`config.mk`:
```
export PLATFORM = sky130hd
export DESIGN_NAME = trace_commit_streamer_flat
export DESIGN_NICKNAME = d
export VERILOG_FILES = /design/src/rtl/trace_commit_streamer_if.sv /design/src/rtl/trace_commit_streamer.sv /design/src/flat_wrapper.sv
export SDC_FILE = /design/constraint.sdc
export NUM_CORES = 1
export LEC_CHECK = 0
export ABC_CLOCK_PERIOD_IN_PS = 23500
export CAP_MARGIN = 10
export CORE_MARGIN = 4
export CORE_UTILIZATION = 34
export DETAILED_ROUTE_END_ITERATION = 12
export PLACE_DENSITY = 0.51
export SLEW_MARGIN = 20
export SYNTH_ARGS = -nofsm -noshare
export SYNTH_HDL_FRONTEND = slang
export SYNTH_SLANG_ARGS = --single-unit
```
`constraint.sdc`:
```
create_clock -name ACLK -period 23.5 [get_ports ACLK]
set_input_delay 4.7 -clock ACLK [delete_from_list [all_inputs] [get_ports ACLK]]
set_output_delay 4.7 -clock ACLK [all_outputs]
set_load 0.005 [all_outputs]
```
`src/rtl/trace_commit_streamer_if.sv`:
```
// ----------------------------------------------------------------------------
// trace_commit_streamer_if
//   Valid/ready word stream carrying serialized trace records.
//   trc_valid : beat valid (driven by the producer)
//   trc_ready : beat accepted (driven by the sink)
//   trc_data  : beat payload, XLEN bits
//   trc_last  : marks the final beat of a record
//   Modports: master = producer side, slave = sink side.
// ----------------------------------------------------------------------------
interface trace_commit_streamer_if #(
    parameter int XLEN = 32
);
    logic            trc_valid;
    logic            trc_ready;
    logic [XLEN-1:0] trc_data;
    logic            trc_last;

    modport master (
        output trc_valid,
        output trc_data,
        output trc_last,
        input  trc_ready
    );

    modport slave (
        input  trc_valid,
        input  trc_data,
        input  trc_last,
        output trc_ready
    );
endinterface

```
`src/rtl/trace_commit_streamer.sv`:
```
// ----------------------------------------------------------------------------
// trace_commit_streamer
//   Captures retired instructions from WB into a record FIFO and serializes
//   each record as four beats (HDR, PC, INST, DATA) on a valid/ready stream.
//   When the FIFO is full a retire is dropped as a whole record; the sequence
//   number still advances and the next stored record carries the lost flag.
//
//   Ports
//     ACLK, ARESETn    clock, asynchronous active-low reset
//     trace_en         capture enable (in-flight/queued records still drain)
//     retire_*         retire-port sample: valid, pc, inst, rd_idx, rd_we, rd_data
//     trc              record stream (master modport)
//     drop_cnt         saturating count of dropped records
//     fifo_level       FIFO occupancy, excluding the record being serialized
// ----------------------------------------------------------------------------
module trace_commit_streamer #(
    parameter int XLEN  = 32,
    parameter int DEPTH = 8
) (
    input  logic                     ACLK,
    input  logic                     ARESETn,
    input  logic                     trace_en,
    input  logic                     retire_valid,
    input  logic [XLEN-1:0]          retire_pc,
    input  logic [31:0]              retire_inst,
    input  logic [4:0]               retire_rd_idx,
    input  logic                     retire_rd_we,
    input  logic [XLEN-1:0]          retire_rd_data,
    trace_commit_streamer_if.master  trc,
    output logic [31:0]              drop_cnt,
    output logic [$clog2(DEPTH):0]   fifo_level
);

    localparam int AW = $clog2(DEPTH);
    localparam logic [AW:0] FULL_LVL = (AW+1)'(DEPTH);

    typedef struct packed {
        logic [15:0]     seq;
        logic [4:0]      rd_idx;
        logic            rd_we;
        logic            lost;
        logic [XLEN-1:0] pc;
        logic [31:0]     inst;
        logic [XLEN-1:0] rd_data;
    } rec_t;

    typedef enum logic [2:0] {
        ST_IDLE,
        ST_HDR,
        ST_PC,
        ST_INST,
        ST_DATA
    } state_t;

    rec_t        mem [DEPTH];
    rec_t        rec_reg;
    rec_t        rec_new;
    logic [AW:0] wr_ptr_reg;
    logic [AW:0] rd_ptr_reg;
    logic [AW:0] level;
    logic [15:0] seq_reg;
    logic        lost_reg;
    logic [31:0] drop_cnt_reg;
    state_t      state_reg;
    state_t      state_next;

    logic        capture;
    logic        full;
    logic        empty;
    logic        push;
    logic        pop;
    logic        valid_c;
    logic [31:0] hdr_word;

    // Pointers carry one extra bit so full and empty are distinguishable.
    assign level   = wr_ptr_reg - rd_ptr_reg;
    assign full    = (level == FULL_LVL);
    assign empty   = (level == '0);
    assign capture = retire_valid & trace_en;
    // Full is judged before any same-cycle pop, so a full FIFO always drops.
    assign push    = capture & ~full;

    // Writeback data is zeroed at capture when the instruction does not write rd.
    always_comb begin
        rec_new         = '0;
        rec_new.seq     = seq_reg;
        rec_new.rd_idx  = retire_rd_idx;
        rec_new.rd_we   = retire_rd_we;
        rec_new.lost    = lost_reg;
        rec_new.pc      = retire_pc;
        rec_new.inst    = retire_inst;
        rec_new.rd_data = retire_rd_we ? retire_rd_data : '0;
    end

    // Record storage; the pop into rec_reg is the registered read port.
    always_ff @(posedge ACLK) begin
        if (push) begin
            mem[wr_ptr_reg[AW-1:0]] <= rec_new;
        end
    end

    // Beat sequencer: next state, pop request and stream valid.
    always_comb begin
        state_next = state_reg;
        pop        = 1'b0;
        valid_c    = 1'b0;
        case (state_reg)
            ST_IDLE: begin
                if (!empty) begin
                    pop        = 1'b1;
                    state_next = ST_HDR;
                end
            end
            ST_HDR: begin
                valid_c = 1'b1;
                if (trc.trc_ready) state_next = ST_PC;
            end
            ST_PC: begin
                valid_c = 1'b1;
                if (trc.trc_ready) state_next = ST_INST;
            end
            ST_INST: begin
                valid_c = 1'b1;
                if (trc.trc_ready) state_next = ST_DATA;
            end
            ST_DATA: begin
                valid_c = 1'b1;
                if (trc.trc_ready) begin
                    // Chain straight into the next record to avoid a bubble.
                    if (!empty) begin
                        pop        = 1'b1;
                        state_next = ST_HDR;
                    end else begin
                        state_next = ST_IDLE;
                    end
                end
            end
            default: state_next = ST_IDLE;
        endcase
    end

    always_ff @(posedge ACLK or negedge ARESETn) begin
        if (!ARESETn) begin
            state_reg    <= ST_IDLE;
            wr_ptr_reg   <= '0;
            rd_ptr_reg   <= '0;
            seq_reg      <= '0;
            lost_reg     <= 1'b0;
            drop_cnt_reg <= '0;
            rec_reg      <= '0;
        end else begin
            state_reg <= state_next;
            if (capture) begin
                seq_reg <= seq_reg + 16'd1;
                if (full) begin
                    lost_reg <= 1'b1;
                    if (drop_cnt_reg != 32'hFFFF_FFFF) begin
                        drop_cnt_reg <= drop_cnt_reg + 32'd1;
                    end
                end else begin
                    lost_reg <= 1'b0;
                end
            end
            if (push) begin
                wr_ptr_reg <= wr_ptr_reg + 1'b1;
            end
            if (pop) begin
                rd_ptr_reg <= rd_ptr_reg + 1'b1;
                rec_reg    <= mem[rd_ptr_reg[AW-1:0]];
            end
        end
    end

    assign hdr_word = {rec_reg.seq, rec_reg.rd_idx, rec_reg.rd_we, rec_reg.lost, 9'b0};

    // Beat payload is a pure function of state and the held record, so it
    // stays stable for as long as the sink stalls.
    always_comb begin
        trc.trc_data = '0;
        trc.trc_last = 1'b0;
        case (state_reg)
            ST_HDR:  trc.trc_data = XLEN'(hdr_word);
            ST_PC:   trc.trc_data = rec_reg.pc;
            ST_INST: trc.trc_data = XLEN'(rec_reg.inst);
            ST_DATA: begin
                trc.trc_data = rec_reg.rd_data;
                trc.trc_last = 1'b1;
            end
            default: ;
        endcase
    end

    assign trc.trc_valid = valid_c;
    assign drop_cnt      = drop_cnt_reg;
    assign fifo_level    = level;

endmodule

```
`src/flat_wrapper.sv`:
```
// flat-port wrapper written by rule: the top's interface ports become plain ports
module trace_commit_streamer_flat 
#(
    parameter int XLEN  = 32,
    parameter int DEPTH = 8
)
  (ACLK, ARESETn, trace_en, retire_valid, retire_pc, retire_inst, retire_rd_idx, retire_rd_we, retire_rd_data, drop_cnt, fifo_level, trc_trc_valid, trc_trc_data, trc_trc_last, trc_trc_ready);
  trace_commit_streamer_if #(.XLEN(XLEN)) trc_i ();
  input  logic ACLK;
  input  logic ARESETn;
  input  logic trace_en;
  input  logic retire_valid;
  input  logic [XLEN-1:0] retire_pc;
  input  logic [31:0] retire_inst;
  input  logic [4:0] retire_rd_idx;
  input  logic retire_rd_we;
  input  logic [XLEN-1:0] retire_rd_data;
  output logic [31:0] drop_cnt;
  output logic [$clog2(DEPTH):0] fifo_level;
  output wire logic [$bits(trc_i.trc_valid)-1:0] trc_trc_valid;
  output wire logic [$bits(trc_i.trc_data)-1:0] trc_trc_data;
  output wire logic [$bits(trc_i.trc_last)-1:0] trc_trc_last;
  input wire logic [$bits(trc_i.trc_ready)-1:0] trc_trc_ready;
  assign trc_trc_valid = trc_i.trc_valid;
  assign trc_trc_data = trc_i.trc_data;
  assign trc_trc_last = trc_i.trc_last;
  assign trc_i.trc_ready = trc_trc_ready;
  trace_commit_streamer #(.XLEN(XLEN), .DEPTH(DEPTH)) u_core (.ACLK(ACLK), .ARESETn(ARESETn), .trace_en(trace_en), .retire_valid(retire_valid), .retire_pc(retire_pc), .retire_inst(retire_inst), .retire_rd_idx(retire_rd_idx), .retire_rd_we(retire_rd_we), .retire_rd_data(retire_rd_data), .trc(trc_i), .drop_cnt(drop_cnt), .fifo_level(fifo_level));
endmodule
```
# Yosys cells after proc, flatten, opt, wreduce, memory -nomap -nowiden
# Memory sizes are Yosys's and may differ from the RTL's. A register that Yosys moved wholly into a read port is not among the register bits.
# Cells that the tools add are included.
# word_totals
n_memories	1
out_inout_bits	70
in_bits	107
ram_bits	952
reg_bits	60
# mem_list
memory	words	width	read_ports	rd_clocked_by_memory_dff	write_ports	line	source
u_core.mem	8	119	1	1	1	trace_commit_streamer.sv:55	rec_t mem [DEPTH];
# classes
n_addsub	5
n_bitwise	3
n_eq_ne	11
n_mux	17
n_reduce_logical	6
# op_table
op	n
$pmux W32 S4	1
$add A32 B1 Y32 const B	1
$mux W32	1
$ne A32 B32 Y1 const B	1
$add A16 B1 Y16 const B	1
$mux W3	5
$pmux W3 S5	1
$ne A2 B2 Y1 const B	5
$add A4 B1 Y4 const B	2
$mux W1	8
$eq A3 B2 Y1 const B	2
$reduce_and A5 Y1	1
$eq A4 B4 Y1 const B	1
$logic_not A4 Y1	1
$reduce_or A4 Y1	1
$sub A4 B4 Y4	1
$eq A3 B1 Y1 const B	1
$eq A3 B3 Y1 const B	1
$logic_not A3 Y1	1
$reduce_and A3 Y1	1
$and A1 B1 Y1	2
$pmux W1 S2	1
$logic_not A1 Y1	1
$not A1 Y1	1

# Longest topological paths before layout
# logic_depth
depth_word	6
mapped_depth	13
mapped_depth_nobuf	9

# Worst setup path before layout
# Ideal clock, no wire load.
# synth_path
path_type	input to register
from	in retire_valid
to	mem u_core.mem[4][0] in the netlist's numbering (enable)
required_ns	22.733
setup_time_ns	0.767
slack_ns	8.693
t_arrival_ns	14.039
n_path_buf	0
cell_stages	4
path_cell_list	nand2_1 > a31oi_1 > nand2_1 > nor3b_1
# synth_between
elab_chain_cells	4
# synth_rtl
item	line	source
start, declared	flat_wrapper.sv:12	input logic retire_valid;
$and A1 B1 Y1	trace_commit_streamer.sv:79	assign capture = retire_valid & trace_en;
$and A1 B1 Y1	trace_commit_streamer.sv:81	assign push = capture & ~full;
$mux W1	trace_commit_streamer.sv:97	if (push) begin
$mux W1 (not written as such)	trace_commit_streamer.sv:98	mem[wr_ptr_reg[AW-1:0]] <= rec_new;
end, declared	trace_commit_streamer.sv:55	
# No other way between the ends.

# Worst setup path after layout
# layout_path
from	reg u_core.rd_ptr_reg[2]
to	out fifo_level[3]
# layout_between
elab_chain_cells	1
# layout_rtl
item	line	source
start, declared	trace_commit_streamer.sv:59	logic [AW:0] rd_ptr_reg;
start signal, assigned	trace_commit_streamer.sv:168	rd_ptr_reg <= rd_ptr_reg + 1'b1;
$sub A4 B4 Y4	trace_commit_streamer.sv:76	assign level = wr_ptr_reg - rd_ptr_reg;
end, declared	flat_wrapper.sv:19	output logic [$clog2(DEPTH):0] fifo_level;
# No other way between the ends.

==> out/summary.txt <==
status -> finished, final reports clean
worst hold path class -> reg -> reg
global-route wire length before repair -> 164,000 µm
via count -> 22,400
cell chain of the critical path -> inv_4 > ha_1 > and3b_1 > o21ai_1 > nand2_1 > clkdlybuf4s50_1
Synth async-reset ratio -> 15.8%
LEAKAGE -> 16.9 nW
initial antenna violation count -> 15
CTS tree -> built
crit path launch type -> flop
vias in the first global route -> 23,200
warnings from Yosys -> 0
most common library cells after synthesis -> edfxtp_1 (952), nand2_1 (300), mux4_2 (238)
Syn Std Cell Area -> 43,400 µm²
Die X-Extent -> 365 µm
Clk pwr share -> 29.7%
Worst-Skew Late Latency -> 0.69 ns
RSZ-0062 raised after global routing -> false
Synth area leader -> edfxtp_1
PortBufs -> 176
Worst slew margin -> 25.3%
Synth area leaders -> edfxtp_1 (66%), mux4_2 (12%), dfrtp_1 (10%), nand2_1 (2.6%), a31oi_1 (1.7%)
crit path DAT -> 4.19 ns
Cells after Synth -> 2,332
Detail Placement HPWL -> 64,600 µm
total setup buffers inserted after CTS -> 0
Core Box Area -> 126,000 µm²
post-CTS sizing -> 0
post-synthesis mux area share -> 12.7%
crit path kind -> reg -> out
Final Setup Violations -> 0
IO Pins -> 177
# hold bufs at CTS -> 0
CP max stage delay -> 1.04 ns
delay-heaviest family, CP -> flip-flops
Post-Synth Simple-Gate Area -> 5.65%
Setup TNS -> 0 ns
H-tree depth -> 3
Worst Tran Pin Value -> 1.12 ns
final net count -> 2,644
Worst Setup End Kind -> output port
Synth Net Count -> 2,447
post-route DRC violation count -> 0
register area share after synthesis -> 76.1%
Avg WL per Cell -> 26.3 µm
Switch Pwr -> 2.05 mW
MaxCap Viol Count -> 0
final slew viol count -> 0
Crit-path slowest cell -> dfrtp_4
share of layout cells above drive strength 1 -> 18.1%
fin area -> 51,200 µm²
final hold vios -> 0
# rows -> 130
total CTS buffers -> 117
Max IR drop VDD -> 104 µV
Buf/Inv on CP -> 2
full die area -> 134,000 µm²
grt ovf -> 0
fin crit period -> 8.89 ns
RePlAce Congestion -> 0.806
vias per cell -> 5.23
Post-synth EDFFs -> 952
initial DRC count -> 2,072
Req. time, crit path -> 18.80 ns
sequential share of power -> 42.7%
skew final -> 0.0190 ns
post-route ant nets -> 0
Adder-Cell Fraction of Synth Area -> 0.248%
most common cell in the netlist -> edfxtp_1
Max Clk Rate -> 113 MHz
Compound-Gate Fraction of Synth Area -> 2.84%
most common flop cell mapped by yosys -> edfxtp_1
final core occ -> 40.5%
period utilization -> 37.8%
final wirelength -> 113,000 µm
Syn Area/Cell -> 18.6 µm²
top-area cell type share of the netlist area -> 65.8%
Overall Power -> 6.43 mW
switching part of the total -> 31.9%
Netlist cell types -> 44
clock root buffer -> clkbuf_16
Int Power -> 4.38 mW
clk sink count -> 1,131
CP max FO -> 63
PD cells -> 126 nW/µm²
total global-route track usage -> 16.9%
dpl cell area -> 47,100 µm²
post-synthesis register bit count -> 1,131
largest net degree at the start of global routing -> 140
Logic pwr share -> 27.6%
area share of xor/xnor cells in the synthesized design -> 1.11%
Area growth syn-to-layout -> 17.8%
max FFs per register -> 952
Die Y -> 365 µm
drt first pass iters -> 5
Initial Util -> 34.4%
clk slew on worst S/H paths -> 0.06 ns
CTS max path bufs -> 3
largest family of logic cells by synthesized area -> multiplexers
==> placed cells by master (no fill, tap or decap), types with 6 or more instances in the layout <==
cell / synthesis / final
clkbuf_1: 72 / 34
o21ai_0: 12 / 12
dfrtp_1: 179 / 176
mux2i_1: 9 / 8
a22oi_1: 46 / 46
clkinv_2: 0 / 18
nand3_1: 23 / 23
clkinv_1: 0 / 8
nor4_1: 7 / 7
bufinv_16: 0 / 14
clkbuf_8: 0 / 19
nand2_1: 300 / 300
and2_1: 36 / 36
nand4_1: 11 / 11
xnor2_1: 24 / 24
ha_1: 7 / 7
xor2_1: 31 / 31
a31oi_1: 121 / 120
buf_12: 0 / 7
clkdlybuf4s50_1: 0 / 174
nor3_1: 16 / 13
and4_1: 7 / 6
buf_4: 1 / 22
inv_1: 10 / 9
and3_1: 10 / 10
clkbuf_16: 0 / 120
edfxtp_1: 952 / 952
mux4_2: 238 / 238
nor2_1: 130 / 127
==> worst reg2reg max path, stage by stage (launching register included) <==
cell and delay, ns:
dfrtp_4 1.04, inv_4 0.56, ha_1 0.58, xor2_1 0.40, nor3_2 0.15, a31oi_1 0.51, nand2_1 0.24, nor3b_2 0.26
buf_4 0.68, buf_4 0.81
==> routing by layer <==
| metal | share of wire (%) | vias to the layer above | routed length (µm) | GRT usage, % |
|---|---|---|---|---|
| met5 | 0.046 | - | 52 | 0 |
| met4 | 2.4 | 8 | 2760 | 4.53 |
| met3 | 6.5 | 169 | 7270 | 3.93 |
| met2 | 46 | 608 | 52000 | 26.1 |
| met1 | 45 | 12000 | 50600 | 24.1 |
| li1 | - | 9625 | - | - |
==> metrics by stage <==
stage | setup WS, ns | instances | hold WS (ns)
after floorplan | 8.69 | 2332 | 0.477
after global placement | 15.06 | 4058 | 0.477
after detailed placement | 14.92 | 4059 | 0.487
after CTS | 14.54 | 4282 | 0.497
after global routing | 14.33 | 4284 | 0.525
final | 14.61 | 4287 | 0.488
==> worst paths after layout <==
kind,startpoint,to,slack (ns),cells after the start
setup / recovery,u_core.rd_ptr_reg[2],fifo_level[3],14.61,6
max in group asynchronous,ARESETn,u_core.rec_reg[83],17.45,3
setup reg to reg,u_core.rd_ptr_reg[2],u_core.mem[5][53],17.87,9
hold reg to reg,u_core.drop_cnt[11],u_core.drop_cnt[11],0.49,1
hold / removal,u_core.drop_cnt[11],u_core.drop_cnt[11],0.49,1
min in group asynchronous,ARESETn,u_core.rec_reg[2],4.09,1
==> logic make-up (layout without fill, tap and decap cells) <==
kind of cell / Yosys count / in the layout
DFF: 1131 / 1131
and+or+nand+nor: 561 / 561
muxes: 252 / 252
AOI/OAI and AO/OA: 187 / 187
buffers and inverters: 138 / 439
xor gates and xnor gates: 55 / 55
adders and majority gates: 8 / 8
other: 0 / 4
==> layout make-up <==
cell class              count  area [µm²]
fillers                 11300       75000
flip-flops and latches   1131       33100
multi-input cells        1063        9860
clock buffers             172        3380
repair buffers            206        2090
well taps                1650        2060
clock inverters            51         649
inverters                  10        40.0
diodes                      4        10.0
==> power groups by stage <==
stage	Clock, mW	Combinational (mW)	Sequential, mW
6_report	1.91	1.77	2.75
5_1_grt	2.04	1.94	2.77
4_1_cts	1.96	1.81	2.75
3_5_place_dp	0	1.80	2.79
3_3_place_gp	0	1.79	2.78
2_1_floorplan	0	1.20	2.63
Note: power is estimated with default switching activity, not from simulation.
